### config.mk
export PLATFORM = sky130hd
export DESIGN_NAME = demux_1_n_stream
export DESIGN_NICKNAME = d
export VERILOG_FILES = /design/src/rtl/demux_1_n_stream.sv
export SDC_FILE = /design/constraint.sdc
export NUM_CORES = 1
export LEC_CHECK = 0
export BUFFER_PORTS_ARGS = -buffer_cell sky130_fd_sc_hd__buf_2
export CORE_MARGIN = 1
export CORE_UTILIZATION = 53
export DETAILED_ROUTE_END_ITERATION = 10
export PLACE_DENSITY = 0.84
export SLEW_MARGIN = 20
export SYNTH_ARGS = -nofsm -noshare
export SYNTH_HDL_FRONTEND = slang
export SYNTH_SLANG_ARGS = --single-unit
### constraint.sdc
create_clock -name clk -period 4.08 [get_ports clk]
set_clock_uncertainty 0.2 [all_clocks]
set_input_delay 0.204 -clock clk [delete_from_list [all_inputs] [get_ports clk]]
set_output_delay 0.204 -clock clk [all_outputs]
set_load 0.05 [all_outputs]
### src/rtl/demux_1_n_stream.sv
// Registered 1-to-N valid/ready stream demultiplexer with a one-entry buffer per output channel.
// Optional broadcast of one beat to every channel is built only when DEMUX_BCAST_EN is defined.
module demux_1_n_stream #(
    parameter  int W  = 8,
    parameter  int N  = 8,
    localparam int SW = $clog2(N)
) (
    input  logic             clk,
    input  logic             rst,
    input  logic             in_valid,
    output logic             in_ready,
    input  logic [W-1:0]     in_data,
    input  logic [SW-1:0]    sel,
    input  logic             bcast,
    output logic [N-1:0]     out_valid,
    input  logic [N-1:0]     out_ready,
    output logic [N*W-1:0]   out_data,
    output logic [7:0]       drop_cnt
);

    logic [N-1:0] r_v;
    logic [W-1:0] r_d [N];
    logic [7:0]   r_drop;

    logic [N-1:0] w_load;
    logic [N-1:0] w_sel_hot;
    logic [N-1:0] w_wr;
    logic         w_in_range;
    logic         w_bcast;
    logic         w_accept;
    logic         w_drop;

`ifdef DEMUX_BCAST_EN
    assign w_bcast = bcast;
`else
    logic w_unused_bcast;
    assign w_unused_bcast = bcast;
    assign w_bcast        = 1'b0;
`endif

    // A channel can take a new beat when empty or when its current beat leaves this cycle.
    assign w_load     = ~r_v | out_ready;
    assign w_in_range = (32'(sel) < 32'(N));

    always_comb begin
        w_sel_hot = '0;
        for (int k = 0; k < N; k++) begin
            w_sel_hot[k] = (32'(sel) == 32'(k));
        end
    end

    // Out-of-range selects are always accepted so they can be discarded.
    always_comb begin
        in_ready = 1'b1;
        if (w_bcast) begin
            in_ready = &w_load;
        end else if (w_in_range) begin
            in_ready = |(w_sel_hot & w_load);
        end
    end

    assign w_accept = in_valid & in_ready;
    assign w_wr     = w_accept ? (w_bcast ? {N{1'b1}} : w_sel_hot) : {N{1'b0}};
    assign w_drop   = w_accept & ~w_bcast & ~w_in_range;

    always_ff @(posedge clk or posedge rst) begin
        if (rst) begin
            r_v <= '0;
            for (int k = 0; k < N; k++) begin
                r_d[k] <= '0;
            end
        end else begin
            for (int k = 0; k < N; k++) begin
                if (w_wr[k]) begin
                    r_v[k] <= 1'b1;
                    r_d[k] <= in_data;
                end else if (out_ready[k]) begin
                    r_v[k] <= 1'b0;
                end
            end
        end
    end

    always_ff @(posedge clk or posedge rst) begin
        if (rst) begin
            r_drop <= '0;
        end else if (w_drop && (r_drop != 8'hFF)) begin
            r_drop <= r_drop + 8'd1;
        end
    end

    for (genvar g = 0; g < N; g++) begin : g_out
        assign out_data[g*W +: W] = r_d[g];
    end

    assign out_valid = r_v;
    assign drop_cnt  = r_drop;

endmodule

==> impl_summary.txt, run 1 <==
----------------------------------------------------
[Synth]
  Async set-or-reset flop fraction in the synthesized netlist ... 1.00
  Synth unique cells ... 19
  Number of synthesized register bits ... between 70 and 80
  Prevailing post-synth register cell ... sky130_fd_sc_hd__dfrtp_1
  Synth Instances ... between 150 and 200
  Post-synth EDFFs ... 0
  Post-Syn Area ... around 3000 um2
  Sequential fraction of the synthesis area ... 0.607
  Number of warnings reported in the yosys synthesis log ... 0
  Mean instance size in the synthesized netlist ... ~16 um2

[Finish]
  Total number of nets in the final design ... 312
  Fill cell instance count of the final layout ... between 300 and 400
  Area occupied by multi-input gates ... 1110 um2
  Fraction of final layout cells with drive strength greater than 1 ... 0.639
  Number of antenna cells inserted ... 0
  Final core utilization ... 0.711
  Area growth from synthesis to layout ... 25.5%
  Storage element area ... about 1800 um2
  Fin area ... approximately 3700 um2

[Route]
  DRT Wirelength ... 5.76 mm
  DRC marker count from the first detailed-route iteration ... 50
  Via-per-instance ratio ... 5.13
  First drt pass iteration count ... 4
  Remaining antenna violation count ... 0
  DRC violation count after routing ... 0
  Routed length per instance ... 15.8 um
  Routed via count ... roughly 1900

[Power]
  Total power per unit cell area ... about 660 nW/um2
  Power Total ... between 2000 and 2500 uW
  Leakage power summed over all cells ... 0.00181 uW
  Peak supply drop ... around 0.41 mV

[Critical path]
  Launch instance of the worst register-to-register path ... out_valid[0]
  Largest stage delay, worst path ... ~0.54 ns
  Crit-path most repeated cell ... sky130_fd_sc_hd__buf_2
  R2R depth ... 3
  FF-to-FF End ... out_data[3]
  Max stage delay cell, worst path ... sky130_fd_sc_hd__dlygate4sd3_1
  Signal arrival time at the worst endpoint ... around 2.0 ns
  Family with the most delay on the worst path ... buffers and inverters
  CP Class ... in -> out
  Critical path destination ... in_ready
  Critical Path Source ... out_ready[0]
  Worst Setup Start Kind ... input port
  List of cells traversed by the critical path ... dlygate4sd3_1, buf_2, nand2b_1, mux4_1, mux2_2, buf_2
  Critical path peak fanout ... 3
  Kind of end point of the critical path ... output pin
  Crit path buffers/inverters ... 3
  Critical Path Stages ... 6
  Required time of the critical path ... between 3 and 4 ns
  Worst setup slack for register-to-register paths ... roughly 2.3 ns

[Global route]
  Remaining global-route overflow ... 0
  Grt met1 use ... 0.278
  Number of global-route vias before repair ... around 1900
  Global-route wire length before repair ... 9.49 mm
  Pin count of the biggest net entering global routing ... between 40 and 50
  Most Used Layer, Global Route ... met2
  Met2 demand-to-capacity share in global routing ... 0.330
  Met3 track demand over resource in global routing ... 0.0595
  GRT Total Usage ... 0.212
  Number of antenna violations at the first check in global routing ... 0

[Place]
  Placed cell area ... ~3500 um2
  Half-perimeter wire length after detailed placement ... approximately 4.2 mm
  Placement-stage worst setup slack ... around 2.1 ns
  IO buf count ... between 90 and 100
  Routability cong. ... roughly 0.84

[Clocking]
  H-Tree Level Count ... 3
  Hold-fix buffers at CTS ... 3
  Insertion delay to the later sink of the worst-skew pair ... roughly 0.33 ns
  Number of buffers on the longest clock path ... 2
  Post-CTS setup buffers ... 0
  TritonCTS clock tree ... yes
  Clock buffer count from CTS ... 9
  Clock Sink Count ... just over 70
  Library cell used as clock root buffer ... sky130_fd_sc_hd__clkbuf_8
  Post-cts gate resize count ... 0
  Clock Pin Slew Worst Setup and Hold Paths ... roughly 0.07 ns

[STA]
  Final Worst Setup Slack ... approximately 1.7 ns
  Minimum clock period after layout ... between 2 and 2.5 ns
  Worst slew pin tran ... 0.919 ns
  Pins Over Slew Limit ... 0
  Total negative setup slack ... 0 ns
  Max Clock Freq ... about 0.42 GHz
  Number of failing setup endpoints in the final timing report ... 0
  Unrepaired setup endpoints after global routing ... false
  Post-route clock period utilization ... 0.589
  Worst slew slack as a fraction of its limit ... 0.386
  Hold Fails Final Rpt ... 0

[Floorplan]
  Placement row count ... 26
  Width of the chip ... roughly 77 um
  Number of ports placed on the die boundary ... 104
  Placeable core region ... approximately 5200 um2
  Starting utilization of the core area ... 0.567
  DIE HEIGHT ... between 70 and 80 um
  Total Die Area ... ~5900 um2

[Job]
  Max-capacitance violation count ... 0

[Run status]
  Result of the run ... finished, final reports clean

[Worst hold path]
  Worst hold path class ... in -> reg
  Worst min-delay path startpoint ... in_data[4]

----------------------------------------------------
==> metal layers <==
layer	part of all wire	vias up
met5	0	-
met1	0.44	934
li1	-	856
met4	0.0097	0
met3	0.070	8
met2	0.48	70
==> through the flow <==
step	hold slack, ns	cells
2_1_floorplan	0.155	190
3_3_place_gp	0.243	345
3_5_place_dp	0.258	345
4_1_cts	0.00405	364
5_1_grt	0.0149	364
6_report	0.0170	364
==> cell usage in the layout (no fill, tap or decap), drive strengths merged <==
master and instances:
mux2 65, nand4 2, nand4b 2, o21ai 6
o31ai 1, mux4 2, clkinv 1, nor2 1
nand2 4, dfrtp 72, nor4b 1, inv 1
clkbuf 14, and2b 1, buf 95, nand2b 11
bufinv 1, conb 8, dlygate4sd3 3, nor3b 3
==> state kept, by name, indices dropped and copies added (netlist names) <==
register   cells
out_data      64
out_valid      8
==> worst min-delay path by stage <==
stage	to	slack (ns)	cells past startpoint
global route	out_data[1]	0.01	2
detailed placement	out_data[13]	0.26	2
finish	out_data[36]	0.02	2
CTS	out_data[32]	0.004	2
global placement	out_data[29]	0.24	2
floorplan	out_data[10]	0.15	1
==> synth_stat cells (2+ instances only) <==
cell | number | share of area
sky130_fd_sc_hd__buf_4 | 9 | 0.023
sky130_fd_sc_hd__dfrtp_1 | 72 | 0.61
sky130_fd_sc_hd__mux2_2 | 65 | 0.25
sky130_fd_sc_hd__mux4_1 | 2 | 0.018
sky130_fd_sc_hd__nand2_1 | 3 | 0.0038
sky130_fd_sc_hd__nand2b_1 | 8 | 0.017
sky130_fd_sc_hd__nand2b_4 | 3 | 0.014
sky130_fd_sc_hd__nand4_2 | 2 | 0.0084
sky130_fd_sc_hd__nand4b_2 | 2 | 0.010
sky130_fd_sc_hd__nor3b_4 | 3 | 0.019
sky130_fd_sc_hd__o21ai_0 | 6 | 0.010
==> report_power, final <==
part,total (uW),internal (uW),switching (uW)
Clock,593,349,244
Sequential,930,861,69.5
Combinational,922,228,694
Total,2450,1440,1010
==> layout make-up <==
class | instances | area share
inverter | 1 | 0.00101
sequential | 72 | 0.484
clock inverter | 2 | 0.00940
clock buffer | 14 | 0.0490
timing repair buffer | 98 | 0.136
multi-input combinational | 107 | 0.297
tap | 70 | 0.0235
==> logic make-up (layout without fill, tap and decap cells) <==
family,Yosys count,count (layout),synth area share
DFF,72,72,0.607
muxes,67,67,0.264
and+or+nand+nor,25,25,0.0860
buffers and inverters,11,115,0.0287
AOI/OAI and AO/OA,7,7,0.0126
other,1,8,0.00126
(Power assumes the default switching activity.)
==> inputs of run 2 (changes only) <==
--- a/config.mk
+++ b/config.mk
@@ -7,9 +7,9 @@
 export LEC_CHECK = 0
 export BUFFER_PORTS_ARGS = -buffer_cell sky130_fd_sc_hd__buf_2
 export CORE_MARGIN = 1
-export CORE_UTILIZATION = 53
+export CORE_UTILIZATION = 45
 export DETAILED_ROUTE_END_ITERATION = 10
-export PLACE_DENSITY = 0.84
+export PLACE_DENSITY = 0.76
 export SLEW_MARGIN = 20
 export SYNTH_ARGS = -nofsm -noshare
 export SYNTH_HDL_FRONTEND = slang
==> constraint.sdc (replaced) <==
create_clock -name clk -period 2.2 [get_ports clk]
set_clock_uncertainty 0.2 [all_clocks]
set_input_delay 0.11 -clock clk [delete_from_list [all_inputs] [get_ports clk]]
set_output_delay 0.11 -clock clk [all_outputs]
set_load 0.05 [all_outputs]
==> impl_summary.txt, run 2 (synthesized netlist as in run 1, its figures left out) <==
----------------------------------------------------
[Power]
  Peak supply drop ... 0.668 mV
  Leakage power summed over all cells ... 0.00190 uW
  Net Sw Power ... about 1900 uW
  Clock group share of total power ... 0.244
  Total power per unit cell area ... about 1200 nW/um2
  Internal cell power ... around 2700 uW
  Sequential fraction of design power ... 0.376
  Sw frac ... 0.410
  Logic pwr share ... 0.379

[Global route]
  Pin count of the biggest net entering global routing ... 39
  Number of antenna violations at the first check in global routing ... 0
  Grt met1 use ... 0.253
  Number of global-route vias before repair ... 2093
  Met3 track demand over resource in global routing ... 0.0437
  Most Used Layer, Global Route ... met2
  GRT Total Usage ... 0.195
  Remaining global-route overflow ... 0
  Met2 demand-to-capacity share in global routing ... 0.321
  Global-route wire length before repair ... 10.5 mm

[STA]
  Worst slew slack as a fraction of its limit ... 0.580
  Pins Over Slew Limit ... 0
  Number of failing setup endpoints in the final timing report ... 0
  Worst slew pin tran ... between 0.6 and 0.7 ns
  Hold Fails Final Rpt ... 0
  Post-route clock period utilization ... 0.963
  Total negative setup slack ... 0 ns
  Minimum clock period after layout ... between 2 and 2.5 ns
  Final Worst Setup Slack ... between 0.08 and 0.09 ns
  Max Clock Freq ... 0.472 GHz
  Unrepaired setup endpoints after global routing ... false

[Floorplan]
  Starting utilization of the core area ... 0.467
  DIE HEIGHT ... between 80 and 90 um
  Placeable core region ... about 6300 um2
  Total Die Area ... 6920 um2
  Number of ports placed on the die boundary ... approximately 100
  Placement row count ... 29
  Width of the chip ... around 83 um

[Clocking]
  Clock buffer count from CTS ... 9
  Insertion delay to the later sink of the worst-skew pair ... about 0.33 ns
  Number of buffers on the longest clock path ... 2
  Clock Pin Slew Worst Setup and Hold Paths ... roughly 0.070 ns
  TritonCTS clock tree ... yes
  Library cell used as clock root buffer ... sky130_fd_sc_hd__clkbuf_8
  H-Tree Level Count ... 3
  Clock Sink Count ... 72

[Place]
  Placement-stage worst setup slack ... about 0.42 ns
  Routability cong. ... 0.851
  Half-perimeter wire length after detailed placement ... between 4 and 5 mm
  IO buf count ... 94

[Route]
  DRC violation count after routing ... 0
  Routed via count ... between 1500 and 2000
  Remaining antenna violation count ... 0
  Routed length per instance ... ~17 um
  DRT Wirelength ... between 6 and 7 mm
  DRC marker count from the first detailed-route iteration ... 59
  First drt pass iteration count ... 4
  Via-per-instance ratio ... ~5.0

[Critical path]
  Critical path peak fanout ... 3
  Worst Setup Start Kind ... input port
  Kind of end point of the critical path ... output pin
  Launch instance of the worst register-to-register path ... out_valid[0]
  FF-to-FF End ... out_data[6]
  Required time of the critical path ... around 1.9 ns
  CP Class ... in -> out
  R2R depth ... 3
  Signal arrival time at the worst endpoint ... 1.81 ns
  Worst setup slack for register-to-register paths ... between 0.4 and 0.5 ns

[Finish]
  Total number of nets in the final design ... roughly 330
  Area growth from synthesis to layout ... 33.4%
  Number of antenna cells inserted ... 0
  Fraction of final layout cells with drive strength greater than 1 ... 0.605
  Leading cell type in the layout, fill and taps excluded ... sky130_fd_sc_hd__buf_2
  Commonest non-fill, non-tap cells in the layout ... sky130_fd_sc_hd__buf_2, sky130_fd_sc_hd__dfrtp_1, sky130_fd_sc_hd__mux2_2
  Flip-flop count of the largest register, all copies and words added ... 64

[Worst hold path]
  Hold-critical path endpoint ... out_valid[5]
  Hold Path Cell Cnt ... 3
  Worst min-delay path startpoint ... sel[0]
  Worst hold path class ... in -> reg

[Job]
  Max-capacitance violation count ... 0

[Run status]
  Result of the run ... finished, final reports clean

----------------------------------------------------
-- run 2: cell types whose count changed in the layout (fill, tap and decap cells not counted) --
cell,previous run,this run
sky130_fd_sc_hd__nand2b_1,8,6
sky130_fd_sc_hd__clkbuf_8,13,10
sky130_fd_sc_hd__buf_2,94,93
sky130_fd_sc_hd__mux4_1,2,1
sky130_fd_sc_hd__dlygate4sd3_1,3,22
sky130_fd_sc_hd__clkbuf_1,1,3
sky130_fd_sc_hd__buf_12,0,1
sky130_fd_sc_hd__mux4_2,0,1
sky130_fd_sc_hd__nand2b_4,3,5
sky130_fd_sc_hd__buf_6,0,1
sky130_fd_sc_hd__bufinv_16,1,2
-- run 2: layout make-up --
| class | count | area (um2) |
|---|---|---|
| Multi-Input combinational cell | 107 | 1120 |
| Inverter | 1 | 3.75 |
| Clock buffer | 13 | 149 |
| Timing Repair Buffer | 118 | 724 |
| Fill cell | 504 | 2390 |
| Tap cell | 77 | 96.3 |
| Sequential cell | 72 | 1800 |
| Clock inverter | 3 | 65.1 |
-- run 2: worst max-delay path, cell delays in order --
cell	delay [ns]
sky130_fd_sc_hd__dlygate4sd3_1	0.53
sky130_fd_sc_hd__buf_2	0.12
sky130_fd_sc_hd__nand2b_4	0.14
sky130_fd_sc_hd__mux4_2	0.45
sky130_fd_sc_hd__mux2_2	0.30
sky130_fd_sc_hd__buf_6	0.16
-- run 2: per-stage QoR --
stage	hold WS, ns	std cells	power, uW	cell area, um2	util
floorplan	0.0606	190	3070	2990	-
global placement	-0.0893	353	3440	3510	0.552
detailed placement	-0.0867	353	3480	3510	0.552
CTS	0.00174	391	4640	3940	0.621
global route	0.0280	391	4780	3960	0.623
finish	0.0240	391	4600	3960	0.623
-- run 2: power by group through the flow --
stage | Clock [uW] | Sequential (uW) | Combinational [uW]
5_1_grt | 1200 | 1770 | 1800
3_5_place_dp | 0 | 1760 | 1720
2_1_floorplan | 0 | 2720 | 351
3_3_place_gp | 0 | 1740 | 1700
4_1_cts | 1160 | 1730 | 1750
6_report | 1120 | 1730 | 1750
-- run 2: routing by layer --
metal,share of wire,vias up
li1,-,890
met1,0.42,990
met2,0.51,78
met3,0.061,8
met4,0.0099,0
met5,0,-
-- run 2: how the worst max path moves through the flow --
stage / depth (start not counted) / end / slack, ns / from
floorplan: 1 / out_data[0] / 0.07 / rst
CTS: 6 / in_ready / 0.007 / out_ready[5]
global route: 6 / in_ready / 0.03 / out_ready[5]
finish: 6 / in_ready / 0.08 / out_ready[7]
detailed placement: 3 / out_data[6] / 0.42 / out_valid[0]
global placement: 4 / in_ready / 0.46 / sel[0]
-- run 2: repair_timing --
item / CTS / global route
hold endpoints to repair: 144 / 0
resized for setup: 0 / 6
buffers inserted: 0 / 0
endpoints found under the setup margin: 0 / 1
hold buffers: 22 / 0
==> inputs of run 3 (changes only) <==
--- a/config.mk
+++ b/config.mk
@@ -9,6 +9,7 @@
 export CORE_MARGIN = 1
 export CORE_UTILIZATION = 45
 export DETAILED_ROUTE_END_ITERATION = 10
+export HOLD_SLACK_MARGIN = 0.06
 export PLACE_DENSITY = 0.76
 export SLEW_MARGIN = 20
 export SYNTH_ARGS = -nofsm -noshare
==> impl_summary.txt, run 3 (synthesized netlist as in run 1, its figures left out) <==
----------------------------------------------------
[Run status]
  Result of the run ... finished, final reports clean

[Finish]
  Flip-flop count of the largest register, all copies and words added ... 64
  Area occupied by multi-input gates ... about 1100 um2
  Fill cell instance count of the final layout ... 491
  Leading cell type in the layout, fill and taps excluded ... sky130_fd_sc_hd__buf_2
  Area growth from synthesis to layout ... 34.3%
  Fraction of final layout cells with drive strength greater than 1 ... 0.603
  Fin area ... around 4000 um2
  Commonest non-fill, non-tap cells in the layout ... sky130_fd_sc_hd__buf_2, sky130_fd_sc_hd__dfrtp_1, sky130_fd_sc_hd__mux2_2
  Total number of nets in the final design ... around 340
  Number of antenna cells inserted ... 0
  Final core utilization ... 0.628
  Storage element area ... around 1800 um2

[Worst hold path]
  Worst min-delay path startpoint ... sel[0]
  Hold-critical path endpoint ... out_valid[3]
  Hold Path Cell Cnt ... 3
  Worst hold path class ... in -> reg

[Power]
  Leakage power summed over all cells ... 0.00191 uW
  Peak supply drop ... 0.672 mV
  Power Total ... 4610 uW
  Total power per unit cell area ... between 1000 and 1500 nW/um2

[Route]
  Remaining antenna violation count ... 0
  DRC marker count from the first detailed-route iteration ... 61
  DRT Wirelength ... roughly 6.6 mm
  Routed via count ... approximately 2000
  DRC violation count after routing ... 0
  First drt pass iteration count ... 4
  Routed length per instance ... 16.9 um
  Via-per-instance ratio ... about 5

[Global route]
  Global-route wire length before repair ... 10.7 mm
  Pin count of the biggest net entering global routing ... 39
  GRT Total Usage ... 0.199
  Remaining global-route overflow ... 0
  Number of antenna violations at the first check in global routing ... 0
  Number of global-route vias before repair ... between 2000 and 2500

[Critical path]
  FF-to-FF End ... out_data[6]
  Family with the most delay on the worst path ... buffers and inverters
  Kind of end point of the critical path ... output pin
  Signal arrival time at the worst endpoint ... between 1.5 and 2 ns
  R2R depth ... 3
  Crit path buffers/inverters ... 3
  CP Class ... in -> out
  Critical path peak fanout ... 3
  Launch instance of the worst register-to-register path ... out_valid[0]
  Required time of the critical path ... ~1.9 ns
  Worst setup slack for register-to-register paths ... approximately 0.42 ns
  Worst Setup Start Kind ... input port
  Largest stage delay, worst path ... between 0.5 and 0.6 ns
  Max stage delay cell, worst path ... sky130_fd_sc_hd__dlygate4sd3_1
  List of cells traversed by the critical path ... dlygate4sd3_1, buf_2, nand2b_1, mux4_2, mux2_2, buf_6

[Floorplan]
  Placeable core region ... roughly 6300 um2
  Width of the chip ... 83.2 um
  Number of ports placed on the die boundary ... 104
  Starting utilization of the core area ... 0.467
  Total Die Area ... between 6000 and 7000 um2
  Placement row count ... 29
  DIE HEIGHT ... around 83 um

[Place]
  Placement-stage worst setup slack ... approximately 0.42 ns
  Placed cell area ... 3510 um2
  Half-perimeter wire length after detailed placement ... 4.44 mm
  IO buf count ... between 90 and 100
  Routability cong. ... approximately 0.85

[Clocking]
  Library cell used as clock root buffer ... sky130_fd_sc_hd__clkbuf_8
  Clock buffer count from CTS ... 9
  H-Tree Level Count ... 3
  Clock Sink Count ... between 70 and 80
  Number of buffers on the longest clock path ... 2
  TritonCTS clock tree ... yes
  Post-CTS setup buffers ... 0
  Clock Pin Slew Worst Setup and Hold Paths ... roughly 0.070 ns
  Insertion delay to the later sink of the worst-skew pair ... 0.33 ns

[STA]
  Max Clock Freq ... 0.466 GHz
  Post-route clock period utilization ... 0.976
  Pins Over Slew Limit ... 0
  Hold Fails Final Rpt ... 0
  Final Worst Setup Slack ... roughly 0.054 ns
  Worst slew pin tran ... about 0.63 ns
  Worst slew slack as a fraction of its limit ... 0.579
  Total negative setup slack ... 0 ns
  Number of failing setup endpoints in the final timing report ... 0
  Minimum clock period after layout ... roughly 2.1 ns

[Job]
  Max-capacitance violation count ... 0

----------------------------------------------------
-- run 3: repair_timing --
item	4_1_cts	5_1_grt
setup endpoints to repair	0	1
hold endpoints to repair	144	0
resized for setup	0	7
hold buffers	25	0
-- run 3: power by group --
group	internal (uW)	leakage (uW)	total (uW)	switching [uW]
Sequential	1600	0.000876	1730	137
Combinational	453	0.000923	1750	1300
Clock	670	0.000108	1130	456
-- run 3: worst register-to-register path, stage by stage, from the launching register on --
cell                       delay [ns]
sky130_fd_sc_hd__dfrtp_1         0.38
sky130_fd_sc_hd__nand2b_1        0.12
sky130_fd_sc_hd__nor4b_4         0.55
sky130_fd_sc_hd__mux2_2          0.41
-- run 3: routing by layer --
| metal | vias up | routed length [um] | GRT usage |
|---|---|---|---|
| li1 | 893 | - | - |
| met1 | 1001 | 2770 | 0.250 |
| met2 | 76 | 3410 | 0.338 |
| met3 | 8 | 394 | 0.0437 |
| met4 | 0 | 64 | 0.0752 |
| met5 | - | 0 | 0 |
-- run 3: cell type report --
cell class	instances	share of cell area
Tap cell	77	0.0242
Clock buffer	13	0.0374
Sequential cell	72	0.452
Clock inverter	3	0.0163
Multi-Input combinational cell	107	0.280
Inverter	1	0.000942
Timing Repair Buffer	121	0.189
-- run 3: worst max path at each step --
stage,from,end,slack (ns),cells past startpoint
detailed placement,out_valid[0],out_data[6],0.42,3
global route,out_ready[7],in_ready,-0.002,6
CTS,out_ready[3],in_ready,0.005,6
finish,out_ready[7],in_ready,0.05,6
global placement,sel[0],in_ready,0.46,4
floorplan,rst,out_data[0],0.07,1
-- run 3: metrics by stage --
step	hold slack, ns	cells
finish	0.102	394
global route	0.109	394
CTS	0.0780	394
detailed placement	-0.0867	353
global placement	-0.0893	353
floorplan	0.0606	190
